### src/rtl/hazard_ctrl.sv
// Pipeline hazard sequencer: load-use stalls, EX redirects, traps with a drain
// window, and data-memory wait states with a deferred redirect.
module hazard_ctrl #(
  parameter int DRAIN_CYCLES = 2,
  parameter int CNT_W        = 16
) (
  input  logic             clk,
  input  logic             reset,
  input  logic [4:0]       id_rs1,
  input  logic [4:0]       id_rs2,
  input  logic             id_uses_rs1,
  input  logic             id_uses_rs2,
  input  logic [4:0]       ex_rd,
  input  logic             ex_mem_read,
  input  logic             ex_redirect,
  input  logic [31:0]      ex_target,
  input  logic             trap_req,
  input  logic [31:0]      trap_vector,
  input  logic             dmem_busy,
  output logic             pc_stall,
  output logic             pc_flush,
  output logic [31:0]      pc_new,
  output logic             if_id_stall,
  output logic             if_id_flush,
  output logic             id_ex_flush,
  output logic             ex_mem_stall,
  output logic [CNT_W-1:0] stall_cycles,
  output logic [CNT_W-1:0] flush_events
);

  localparam logic [1:0] RUN      = 2'd0;
  localparam logic [1:0] MEM_WAIT = 2'd1;
  localparam logic [1:0] DRAIN    = 2'd2;

  logic [1:0]  state;
  logic        pend_valid;
  logic [31:0] pend_target;
  logic [3:0]  drain_cnt;
  logic        load_use;

  assign load_use = ex_mem_read && (ex_rd != 5'd0) &&
                    ((id_uses_rs1 && (id_rs1 == ex_rd)) ||
                     (id_uses_rs2 && (id_rs2 == ex_rd)));

  // Priority chain: trap, drain window, memory wait, deferred/live redirect, load-use.
  always_comb begin
    pc_stall     = 1'b0;
    pc_flush     = 1'b0;
    pc_new       = 32'd0;
    if_id_stall  = 1'b0;
    if_id_flush  = 1'b0;
    id_ex_flush  = 1'b0;
    ex_mem_stall = 1'b0;
    if (reset) begin
      pc_stall = 1'b0;
    end else if (trap_req) begin
      pc_flush    = 1'b1;
      pc_new      = trap_vector;
      if_id_flush = 1'b1;
      id_ex_flush = 1'b1;
    end else if (state == DRAIN) begin
      if_id_flush = 1'b1;
      id_ex_flush = 1'b1;
    end else if (dmem_busy) begin
      pc_stall     = 1'b1;
      if_id_stall  = 1'b1;
      ex_mem_stall = 1'b1;
    end else if ((state == MEM_WAIT) && pend_valid) begin
      pc_flush    = 1'b1;
      pc_new      = pend_target;
      if_id_flush = 1'b1;
      id_ex_flush = 1'b1;
    end else if (ex_redirect) begin
      pc_flush    = 1'b1;
      pc_new      = ex_target;
      if_id_flush = 1'b1;
      id_ex_flush = 1'b1;
    end else if (load_use) begin
      pc_stall    = 1'b1;
      if_id_stall = 1'b1;
      id_ex_flush = 1'b1;
    end
  end

  always_ff @(posedge clk) begin
    if (reset) begin
      state        <= RUN;
      pend_valid   <= 1'b0;
      pend_target  <= 32'd0;
      drain_cnt    <= 4'd0;
      stall_cycles <= '0;
      flush_events <= '0;
    end else begin
      if (pc_stall && (stall_cycles != '1))
        stall_cycles <= stall_cycles + CNT_W'(1);
      if (pc_flush && (flush_events != '1))
        flush_events <= flush_events + CNT_W'(1);

      if (trap_req) begin
        state      <= DRAIN;
        drain_cnt  <= 4'(DRAIN_CYCLES);
        pend_valid <= 1'b0;
      end else if (state == DRAIN) begin
        if (drain_cnt <= 4'd1) begin
          state     <= RUN;
          drain_cnt <= 4'd0;
        end else begin
          drain_cnt <= drain_cnt - 4'd1;
        end
      end else if (dmem_busy) begin
        state <= MEM_WAIT;
        // Only the first redirect seen during a wait is kept.
        if (ex_redirect && !pend_valid) begin
          pend_valid  <= 1'b1;
          pend_target <= ex_target;
        end
      end else begin
        state      <= RUN;
        pend_valid <= 1'b0;
      end
    end
  end

endmodule
### config.mk
export PLATFORM = sky130hd
export DESIGN_NAME = hazard_ctrl
export DESIGN_NICKNAME = d
export VERILOG_FILES = /design/src/rtl/hazard_ctrl.sv
export SDC_FILE = /design/constraint.sdc
export NUM_CORES = 1
export LEC_CHECK = 0
export CAP_MARGIN = 15
export CORE_AREA = 2 2 104 106
export CTS_BUF_LIST = sky130_fd_sc_hd__clkbuf_4 sky130_fd_sc_hd__clkbuf_8 sky130_fd_sc_hd__clkbuf_16
export CTS_CLUSTER_DIAMETER = 150
export DETAILED_ROUTE_END_ITERATION = 7
export DIE_AREA = 0 0 106 108
export PLACE_DENSITY_LB_ADDON = 0.15
export SLEW_MARGIN = 20
export SYNTH_ARGS = -nofsm -noshare
export SYNTH_HDL_FRONTEND = slang
export SYNTH_SLANG_ARGS = --single-unit
### constraint.sdc
create_clock -name clk -period 6.5 [get_ports clk]
set_input_delay 1.3 -clock clk [delete_from_list [all_inputs] [get_ports clk]]
set_output_delay 1.3 -clock clk [all_outputs]
set_load 0.05 [all_outputs]
==> flow_summary.json <==
{
  "grt_start_max_net_pins": 65,
  "portBuffers": 156,
  "dpl.hpwl_mm": 8.16,
  "grt_pass1_vias": 4302,
  "syn_to_final_growth_pct": 45.5,
  "cts_resized": 0,
  "ant_nets": 0,
  "die_width_um": 106,
  "clock.fmax_mhz": 188,
  "drt_iter0_drc": 174,
  "critPathRequiredTime_ns": 5.20,
  "postCtsSetupRepairBufs": 0,
  "start_kind": "input port",
  "p_comb_share_pct": 20.2,
  "min_period_ns": 5.32,
  "r2r_cells": 7,
  "clkSinkCount": 71,
  "clkPwrFrac_pct": 39.1,
  "clock_latency_ns": 0.34,
  "synth_top_area_share_pct": 35.1,
  "power.leakage_uw": 0.00199,
  "grt_first_pass_wirelength_mm": 19.7,
  "ys_seq_elements": 71,
  "ys_top_cells_by_area": "dfxtp_1 35%, a21oi_1 13%, nand2_1 11%",
  "drc_errors": 0,
  "hold_class": "reg -> reg",
  "clk_pin_slew_ns": 0.07,
  "placed_area_mm2": 0.00564,
  "gr-usage-all-layers_pct": 20.8,
  "skew_ns": 0.00939,
  "io_pins": 157,
  "first_pass_iters": 5,
  "cts_buffers": 9,
  "antenna_found_initial": 0,
  "finalHoldViolCount": 0,
  "slew_violations": 0,
  "finalSetupTns_ns": 0,
  "clockBufferDepth": 2,
  "hold_slack_ns": 0.456,
  "internal_power_uw": 821,
  "cts-root-buf": "clkbuf_8",
  "grt-ovfl-total": 0,
  "synth_nets": 675,
  "die_area_mm2": 0.0114,
  "cts_tree": "yes",
  "place_inst": 838,
  "setup_viol": 0,
  "worst_pin_slew_ns": 0.828,
  "peakVddDrop_v": 0.000129,
  "core_area_mm2": 0.0102,
  "critPathArrivalTime_ns": 4.02,
  "holdBufCountCts": 0,
  "synth_cell_types": 49,
  "fin_crit_sh_pct": 81.9,
  "timing.slew.headroom_pct": 44.8,
  "crit_type": "in -> out",
  "wl_mm": 11.8,
  "core.rowCount": 37,
  "fin_cells": 854,
  "avgRoutedWirePerCell_um": 13.9,
  "whs_path_depth": 2,
  "synth_top_area_cell": "dfxtp_1",
  "final_area_mm2": 0.00589,
  "synth.yosys.seq_area_share_pct": 35.1,
  "via_count": 4390,
  "cp_max_fo": 32,
  "power.density_mw_per_mm2": 189,
  "ys_warn_count": 0,
  "layout-drive-gt1-share_pct": 5.15,
  "reg2reg_slack_ns": 4.19,
  "grt_setup_unrepaired": "false",
  "fin_nets": 804,
  "syn_inst": 584,
  "p_seq_share_pct": 40.7,
  "vias_per_cell": 5.14,
  "chipHeight_um": 108,
  "synth_area_mm2": 0.00405,
  "netSwitchingFraction_pct": 26.1,
  "initial_utilization_pct": 39.5,
  "status": "finished clean",
  "antenna_cells": 0,
  "globalplace.congestion": 0.794,
  "syn_avg_cell_area_um2": 6.93,
  "end_kind": "primary output",
  "p_sw_uw": 290,
  "maxCapViolCount": 0,
  "htreeDepth": 3
}
-- per-layer routing --
| metal | routed length, µm | up-vias | track usage (%) |
|---|---|---|---|
| li1 | - | 2233 | - |
| met1 | 5420 | 2017 | 26.1 |
| met2 | 5670 | 125 | 36.0 |
| met3 | 560 | 15 | 3.62 |
| met4 | 180 | 0 | 7.33 |
| met5 | 0 | - | 0 |
-- cell families (layout without fill, tap and decap cells) --
| logic type | count (synthesis) | after routing | synth area share, % |
|---|---|---|---|
| AO/OA/AOI/OAI | 121 | 121 | 16.4 |
| XOR/XNOR | 33 | 33 | 7.14 |
| adder cells (fa/ha/maj) | 4 | 4 | 1.24 |
| buffers and inverters | 49 | 183 | 5.01 |
| flip-flops | 71 | 71 | 35.1 |
| multiplexers | 4 | 4 | 1.11 |
| AND/OR/NAND/NOR | 302 | 302 | 34.0 |
-- Yosys cell counts (all sizes together) --
cell type,count
nor3b,2
nor2,81
or4,2
mux2i,3
o31a,2
nand4b,2
xnor2,19
o211a,1
o21a,2
o22ai,1
nor3,14
o211ai,1
a21oi,104
xor2,14
nor2b,3
and2,3
o311ai,1
a221oi,1
nand4,8
and3,5
mux2,1
or3,3
o41ai,1
and4,1
o21ai,4
a21o,2
o2111ai,1
ha,4
nand2,116
buf,9
dfxtp,71
or2,1
nand3,53
inv,7
clkbuf,33
nand2b,3
nor4,5
-- final timing paths --
path,from,to
min reg2reg,pend_target[27],pend_target[27]
max,dmem_busy,pc_new[22]
max reg2reg,pend_valid,stall_cycles[7]
min,pend_target[27],pend_target[27]
-- power by group through the flow --
stage          Sequential, µW  Clock (µW)  Combinational (µW)
6_report                  453         434                 225
5_1_grt                   454         461                 242
4_1_cts                   452         443                 226
3_5_place_dp              462           0                 225
3_3_place_gp              462           0                 221
2_1_floorplan             467           0                 121
-- worst max-delay path: stages --
cell,delay (ns)
clkdlybuf4s50_1,0.54
or3_2,0.83
a21oi_1,0.33
a21oi_1,0.07
nor2_1,0.12
clkdlybuf4s50_1,0.81
-- cell type report --
cell class	count	area, µm²
inverters	7	26.3
clock inverters	3	90.1
repair buffers	160	1590
clock buffers	13	160
multi-input cells	464	2430
flip-flops and latches	71	1420
fillers	965	4340
well taps	136	170
-- per-stage QoR --
stage	util, %	total power [µW]	setup slack [ns]
2_1_floorplan	-	589	2.21
3_3_place_gp	55.0	683	1.07
3_5_place_dp	55.1	687	1.01
4_1_cts	57.5	1120	1.02
5_1_grt	57.6	1160	1.01
6_report	57.6	1110	1.18
-- registers in the layout, summed over array words and instances, names as in the netlist --
name,flops
drain_cnt,4
flush_events,16
pend_target,32
pend_valid,1
stall_cycles,16
state,2
-- layout by cell type (no fill, tap or decap), drive strengths merged, types with 2 or more instances in the layout --
cell	instances
nor4	5
nor3b	2
xor2	14
nor2	81
nor3	14
inv	7
nand4b	2
clkbuf	13
nand2b	3
or3	3
xnor2	19
nand3	53
and2	3
buf	6
clkdlybuf4s50	154
ha	4
dfxtp	71
nand2	116
mux2i	3
nor2b	3
or4	2
bufinv	3
o21ai	4
nand4	8
o21a	2
a21o	2
and3	5
a21oi	104
o31a	2
(Power assumes the default switching activity.)
